File: src/rtl/uart_transmitter_pkg.sv
// Shared UART definitions: line-state encoding and 8N1 frame constants,
// common to the transmitter and the receiver.
package uart_transmitter_pkg;

    typedef enum logic [1:0] {
        IDLE,
        START,
        DATA,
        STOP
    } uart_state_e;

    localparam logic        START_BIT = 1'b0;
    localparam logic        STOP_BIT  = 1'b1;
    localparam int unsigned DATA_BITS = 8;

    function automatic int unsigned symbol_edge_time(input int unsigned clk_hz,
                                                     input int unsigned baud);
        return clk_hz / baud;
    endfunction

endpackage

File: src/rtl/uart_transmitter_if.sv
// Byte-push handshake into the transmitter: producer drives data/valid,
// transmitter answers with ready.
interface uart_transmitter_if;
    logic [7:0] data_in;
    logic       data_in_valid;
    logic       data_in_ready;

    modport master (output data_in, output data_in_valid, input data_in_ready);
    modport slave  (input data_in, input data_in_valid, output data_in_ready);
endinterface

File: src/rtl/uart_transmitter_fifo.sv
// First-word-fall-through byte buffer with registered full/empty flags.
module fifo #(
    parameter int unsigned WIDTH = 8,
    parameter int unsigned DEPTH = 4
) (
    input  logic             clk,
    input  logic             rst,
    input  logic             push,
    input  logic [WIDTH-1:0] wr_data,
    input  logic             pop,
    output logic [WIDTH-1:0] rd_data,
    output logic             full,
    output logic             empty
);
    localparam int unsigned AW = $clog2(DEPTH);

    logic [WIDTH-1:0] mem_q [DEPTH];
    logic [AW:0]      wr_ptr_q, wr_ptr_d;
    logic [AW:0]      rd_ptr_q, rd_ptr_d;
    logic             full_q, full_d;
    logic             empty_q, empty_d;
    logic             do_push, do_pop;

    // DEPTH is a power of two, so pointer overflow is the modulo wrap; the
    // extra MSB separates full (MSBs differ) from empty (pointers equal).
    always_comb begin
        do_push  = push && !full_q;
        do_pop   = pop && !empty_q;
        wr_ptr_d = wr_ptr_q + (AW+1)'(do_push);
        rd_ptr_d = rd_ptr_q + (AW+1)'(do_pop);
        full_d   = (wr_ptr_d[AW] != rd_ptr_d[AW]) &&
                   (wr_ptr_d[AW-1:0] == rd_ptr_d[AW-1:0]);
        empty_d  = (wr_ptr_d == rd_ptr_d);
    end

    always_ff @(posedge clk) begin
        if (rst) begin
            wr_ptr_q <= '0;
            rd_ptr_q <= '0;
            full_q   <= 1'b0;
            empty_q  <= 1'b1;
        end else begin
            wr_ptr_q <= wr_ptr_d;
            rd_ptr_q <= rd_ptr_d;
            full_q   <= full_d;
            empty_q  <= empty_d;
        end
    end

    always_ff @(posedge clk) begin
        if (do_push) mem_q[wr_ptr_q[AW-1:0]] <= wr_data;
    end

    assign rd_data = mem_q[rd_ptr_q[AW-1:0]];
    assign full    = full_q;
    assign empty   = empty_q;

endmodule

File: src/rtl/uart_transmitter.sv
// 8N1 UART transmitter: byte FIFO feeding a bit-timed line FSM with a
// registered serial output.
module uart_transmitter
    import uart_transmitter_pkg::*;
#(
    parameter int unsigned CLOCK_FREQ = 50_000_000,
    parameter int unsigned BAUD_RATE  = 115200,
    parameter int unsigned FIFO_DEPTH = 4
) (
    input  logic                clk,
    input  logic                rst,
    uart_transmitter_if.slave   bus,
    output logic                serial_out,
    output logic                tx_busy
);
    localparam int unsigned SYMBOL_EDGE_TIME = symbol_edge_time(CLOCK_FREQ, BAUD_RATE);
    localparam int unsigned CNT_W    = (SYMBOL_EDGE_TIME > 1) ? $clog2(SYMBOL_EDGE_TIME) : 1;
    localparam logic [CNT_W-1:0] LAST_SYM = CNT_W'(SYMBOL_EDGE_TIME - 1);
    localparam logic [2:0]       LAST_BIT = 3'(DATA_BITS - 1);

    uart_state_e      state_q, state_d;
    logic [CNT_W-1:0] sym_cnt_q, sym_cnt_d;
    logic [2:0]       bit_cnt_q, bit_cnt_d;
    logic [7:0]       shift_q, shift_d;
    logic             serial_out_q, serial_out_d;
    logic             tx_busy_q, tx_busy_d;
    logic             pop, last_sym, line_bit;
    logic             fifo_full, fifo_empty;
    logic [7:0]       fifo_data;

    assign bus.data_in_ready = !fifo_full && !rst;

    fifo #(.WIDTH(8), .DEPTH(FIFO_DEPTH)) u_fifo (
        .clk     (clk),
        .rst     (rst),
        .push    (bus.data_in_valid && bus.data_in_ready),
        .wr_data (bus.data_in),
        .pop     (pop),
        .rd_data (fifo_data),
        .full    (fifo_full),
        .empty   (fifo_empty)
    );

    always_comb begin
        state_d   = state_q;
        sym_cnt_d = sym_cnt_q;
        bit_cnt_d = bit_cnt_q;
        shift_d   = shift_q;
        pop       = 1'b0;
        last_sym  = (sym_cnt_q == LAST_SYM);
        line_bit  = STOP_BIT;
        case (state_q)
            IDLE: begin
                if (!fifo_empty) begin
                    pop       = 1'b1;
                    shift_d   = fifo_data;
                    sym_cnt_d = '0;
                    state_d   = START;
                end
            end
            START: begin
                line_bit  = START_BIT;
                sym_cnt_d = last_sym ? '0 : sym_cnt_q + CNT_W'(1);
                if (last_sym) begin
                    bit_cnt_d = '0;
                    state_d   = DATA;
                end
            end
            DATA: begin
                line_bit  = shift_q[0];
                sym_cnt_d = last_sym ? '0 : sym_cnt_q + CNT_W'(1);
                if (last_sym) begin
                    shift_d   = {1'b0, shift_q[7:1]};
                    bit_cnt_d = bit_cnt_q + 3'd1;
                    if (bit_cnt_q == LAST_BIT) state_d = STOP;
                end
            end
            STOP: begin
                sym_cnt_d = last_sym ? '0 : sym_cnt_q + CNT_W'(1);
                // Chain straight into the next start bit so frames abut.
                if (last_sym) begin
                    if (!fifo_empty) begin
                        pop     = 1'b1;
                        shift_d = fifo_data;
                        state_d = START;
                    end else begin
                        state_d = IDLE;
                    end
                end
            end
            default: state_d = IDLE;
        endcase
        // Outputs trail the state by one register stage.
        serial_out_d = line_bit;
        tx_busy_d    = (state_q != IDLE) || !fifo_empty;
    end

    always_ff @(posedge clk) begin
        if (rst) begin
            state_q      <= IDLE;
            sym_cnt_q    <= '0;
            bit_cnt_q    <= '0;
            shift_q      <= '0;
            serial_out_q <= 1'b1;
            tx_busy_q    <= 1'b0;
        end else begin
            state_q      <= state_d;
            sym_cnt_q    <= sym_cnt_d;
            bit_cnt_q    <= bit_cnt_d;
            shift_q      <= shift_d;
            serial_out_q <= serial_out_d;
            tx_busy_q    <= tx_busy_d;
        end
    end

    assign serial_out = serial_out_q;
    assign tx_busy    = tx_busy_q;

endmodule

File: src/flat_wrapper.sv
// flat-port wrapper written by rule: the top's interface ports become plain ports
module uart_transmitter_flat import uart_transmitter_pkg::*;
#(
    parameter int unsigned CLOCK_FREQ = 50_000_000,
    parameter int unsigned BAUD_RATE  = 115200,
    parameter int unsigned FIFO_DEPTH = 4
)
  (clk, rst, serial_out, tx_busy, bus_data_in, bus_data_in_valid, bus_data_in_ready);
  uart_transmitter_if bus_i ();
  input  logic clk;
  input  logic rst;
  output logic serial_out;
  output logic tx_busy;
  input wire logic [$bits(bus_i.data_in)-1:0] bus_data_in;
  input wire logic [$bits(bus_i.data_in_valid)-1:0] bus_data_in_valid;
  output wire logic [$bits(bus_i.data_in_ready)-1:0] bus_data_in_ready;
  assign bus_i.data_in = bus_data_in;
  assign bus_i.data_in_valid = bus_data_in_valid;
  assign bus_data_in_ready = bus_i.data_in_ready;
  uart_transmitter #(.CLOCK_FREQ(CLOCK_FREQ), .BAUD_RATE(BAUD_RATE), .FIFO_DEPTH(FIFO_DEPTH)) u_core (.clk(clk), .rst(rst), .bus(bus_i), .serial_out(serial_out), .tx_busy(tx_busy));
endmodule
File: config.mk
export PLATFORM = sky130hd
export DESIGN_NAME = uart_transmitter_flat
export DESIGN_NICKNAME = d
export VERILOG_FILES = /design/src/rtl/uart_transmitter_pkg.sv /design/src/rtl/uart_transmitter_if.sv /design/src/rtl/uart_transmitter_fifo.sv /design/src/rtl/uart_transmitter.sv /design/src/flat_wrapper.sv
export SDC_FILE = /design/constraint.sdc
export NUM_CORES = 1
export LEC_CHECK = 0
export CORE_MARGIN = 2
export CORE_UTILIZATION = 40
export DETAILED_ROUTE_END_ITERATION = 6
export SYNTH_ARGS = -nofsm -noshare
export SYNTH_HDL_FRONTEND = slang
export SYNTH_SLANG_ARGS = --single-unit
export TNS_END_PERCENT = 30
File: constraint.sdc
create_clock -name clk -period 6.5 [get_ports clk]
set_clock_uncertainty 0.15 [all_clocks]
set_input_delay 1.3 -clock clk [delete_from_list [all_inputs] [get_ports clk]]
set_output_delay 1.3 -clock clk [all_outputs]
set_load 0.02 [all_outputs]
==> reports/metrics.json <==
{
  "rr_endpoint": "u_core.u_fifo.empty$_SDFF_PP1_",
  "grt_max_degree": 24,
  "cap_viol_max_count": 0,
  "cp_data_arrival_time_ns": 2.68,
  "worst_pin_slew_ns": 0.9148,
  "synth-warning-count": 0,
  "synth-seq-area-share_pct": 56.39,
  "postCtsSetupBuffers": 0,
  "post-dp-hpwl_mm": 3.490,
  "cts-resized-gates": 0,
  "rsz0062_at_grt": "false",
  "hold_path_class": "reg2reg",
  "cts_buffers": 9,
  "min_period_ns": 4.129,
  "core_area_sq_mm": 0.006832,
  "cts_max_path_buffers": 2,
  "power.density_mw_per_mm2": 350.9,
  "ctsHtreeMaxLevel": 3,
  "multiInputGateArea_sq_mm": 0.001162,
  "ys_ff_latch": 64,
  "maxSlewViolCount": 0,
  "slew-limit-headroom_pct": 38.93,
  "vias_in_the_first_global_route": 1877,
  "floorplan.die_area_sq_mm": 0.007791,
  "num_rows": 30,
  "hold_bufs_inserted_after_cts": 0,
  "start_util_pct": 41.58,
  "r2r_cell_count": 11,
  "utilization_pct": 47.75,
  "final_layout_size_suffix_gt1_share_pct": 8.889,
  "tot_gr_track_use_pct": 15.48,
  "weighted_congestion_at_the_end_of_routability_driven_global_placement": 0.8048,
  "route.detailed.drc": 0,
  "count_of_different_cell_masters_after_synthesis": 40,
  "synthCells": 248,
  "min_from": "u_core.bit_cnt_q[1]$_SDFFE_PP0P_",
  "die_h_um": 88.27,
  "number_of_filler_cells_placed_in_the_layout": 672,
  "startpoint_type_of_the_worst_setup_path": "input pin",
  "data_required_critical_path_ns": 5.05,
  "insertion_delay_of_the_later_clocked_pin_in_the_worst_skew_pair_ns": 0.36,
  "hold_path_end": "u_core.bit_cnt_q[1]$_SDFFE_PP0P_",
  "synth_async_sr_flop_share_pct": 0,
  "setup-tns-final_ns": 0,
  "area_growth_syn_to_layout_pct": 14.85,
  "die_width_um": 88.27,
  "antenna_found_initial": 0,
  "min_period_over_period_pct": 63.52,
  "vdd.ir_drop.worst_uv": 163.7,
  "leakage_nw": 1.122,
  "ioPinCount": 14,
  "r2r_setup_slack_ns": 3.99,
  "global_route.overflow_total": 0,
  "synth_fp_nets": 273,
  "dp_cells": 350,
  "r2r-start": "u_core.sym_cnt_q[0]$_SDFFE_PP0N_",
  "seqCellArea_sq_mm": 0.001602,
  "postLayoutCellArea_sq_mm": 0.003262,
  "synth-edff-count": 32,
  "ys_dominant_reg_cell": "sky130_fd_sc_hd__edfxtp_1",
  "num_vias": 1898,
  "netlist_area_sq_mm": 0.002840,
  "setup_viol_count_final": 0,
  "hold_violations": 0,
  "drt-wirelength-per-cell_um": 14.55,
  "antennaDiodeCount": 0,
  "post_dp_cell_area_sq_mm": 0.003067,
  "postSynthAreaPerCell_sq_um": 11.45,
  "drtIter0Drc": 92,
  "achievable-frequency_ghz": 0.2422,
  "status": "complete, no violations",
  "clock_root_buffer": "sky130_fd_sc_hd__clkbuf_8",
  "cts_tree": "yes",
  "min_path_cells": 2,
  "detail_route.wirelength_mm": 5.327,
  "cts.reportedPaths.clkPinSlew_ns": 0.07,
  "drt_pre_antenna_iters": 4,
  "nNetsFinal": 290,
  "finish.cell_count_without_fillers": 366,
  "port_buffers": 13,
  "critical_path_class": "in2out",
  "grt_pass1_wl_mm": 8.838,
  "end_kind": "primary output",
  "worst-path-max-fanout": 23,
  "ant_nets": 0,
  "vias_per_cell": 5.186,
  "most_frequent_cells_in_the_layout": "sky130_fd_sc_hd__dfxtp_1, sky130_fd_sc_hd__edfxtp_1, sky130_fd_sc_hd__a21oi_1",
  "cts_num_sinks": 64
}
==> sequential cells by signal (all words and copies together) (netlist names) <==
signal and count:
u_core.tx_busy 1, u_core.state_q 2, u_core.shift_q 8, u_core.serial_out 1
u_core.u_fifo.full 1, u_core.u_fifo.rd_ptr_q 3, u_core.sym_cnt_q 9, u_core.u_fifo.wr_ptr_q 3
u_core.u_fifo.mem_q 32, u_core.u_fifo.empty 1, u_core.bit_cnt_q 3
==> layout make-up <==
type	count	share of cell area, %
sequential	64	49.10
multi-input combinational	166	35.63
timing repair buffer	16	4.680
clock buffer	9	3.797
tap	96	3.682
clock inverter	7	2.186
inverter	8	0.9206
==> power by group <==
part	internal, W	switching, W	leakage, nW
clock	0.000177	0.000164	0.0933
combinational	0.000117	0.000179	0.478
sequential	0.000467	0.0000406	0.551
total	0.000761	0.000384	1.12
==> critical path, stage by stage <==
cell,delay [ns]
sky130_fd_sc_hd__clkdlybuf4s50_1,0.40
sky130_fd_sc_hd__buf_4,0.21
sky130_fd_sc_hd__nor2_1,0.14
sky130_fd_sc_hd__clkdlybuf4s50_1,0.62
==> through the flow <==
step	setup WS [ns]	total power [W]	hold WS [ns]
floorplan	3.441	0.0007302	0.3005
global placement	2.380	0.0008077	0.3134
detailed placement	2.368	0.0008096	0.3211
CTS	2.355	0.001155	0.3311
global route	2.314	0.001216	0.3456
finish	2.371	0.001144	0.3244
==> worst max path at each step <==
| stage | endpoint | slack [ns] | cells past startpoint | start |
|---|---|---|---|---|
| final | bus_data_in_ready | 2.37 | 4 | rst |
| after global routing | bus_data_in_ready | 2.31 | 4 | rst |
| after CTS | bus_data_in_ready | 2.35 | 4 | rst |
| after detailed placement | bus_data_in_ready | 2.37 | 4 | rst |
| after global placement | bus_data_in_ready | 2.38 | 4 | rst |
| after floorplan | bus_data_in_ready | 3.44 | 1 | rst |
==> per-layer routing <==
| layer | routed length [um] | GRT usage, % |
|---|---|---|
| met5 | 0 | 0 |
| met3 | 180 | 3.918 |
| met1 | 2574 | 19.29 |
| met4 | 144 | 10.88 |
| met2 | 2427 | 23.51 |
==> cells in the mapped netlist (all sizes together), types with 8 or more instances <==
| cell type | count | share of area, % |
|---|---|---|
| dfxtp | 32 | 23 |
| ha | 14 | 6.2 |
| o21ai | 16 | 2.8 |
| inv | 8 | 1.1 |
| nand2 | 15 | 2.0 |
| edfxtp | 32 | 34 |
| a21oi | 18 | 3.2 |
| nor2 | 15 | 2.0 |
| nand3 | 10 | 1.8 |
| mux2i | 15 | 5.3 |
==> logic make-up after synthesis <==
kind of cell    after synthesis  synth area share (%)
buf+inv                      18                 2.687
fa+ha+maj                    14                 6.167
flops                        64                 56.39
compound gates               61                 13.61
simple gates                 70                 13.52
xor+xnor                      5                 1.542
mux                          16                 6.079
No activity file was read; power rests on OpenSTA's default activity.
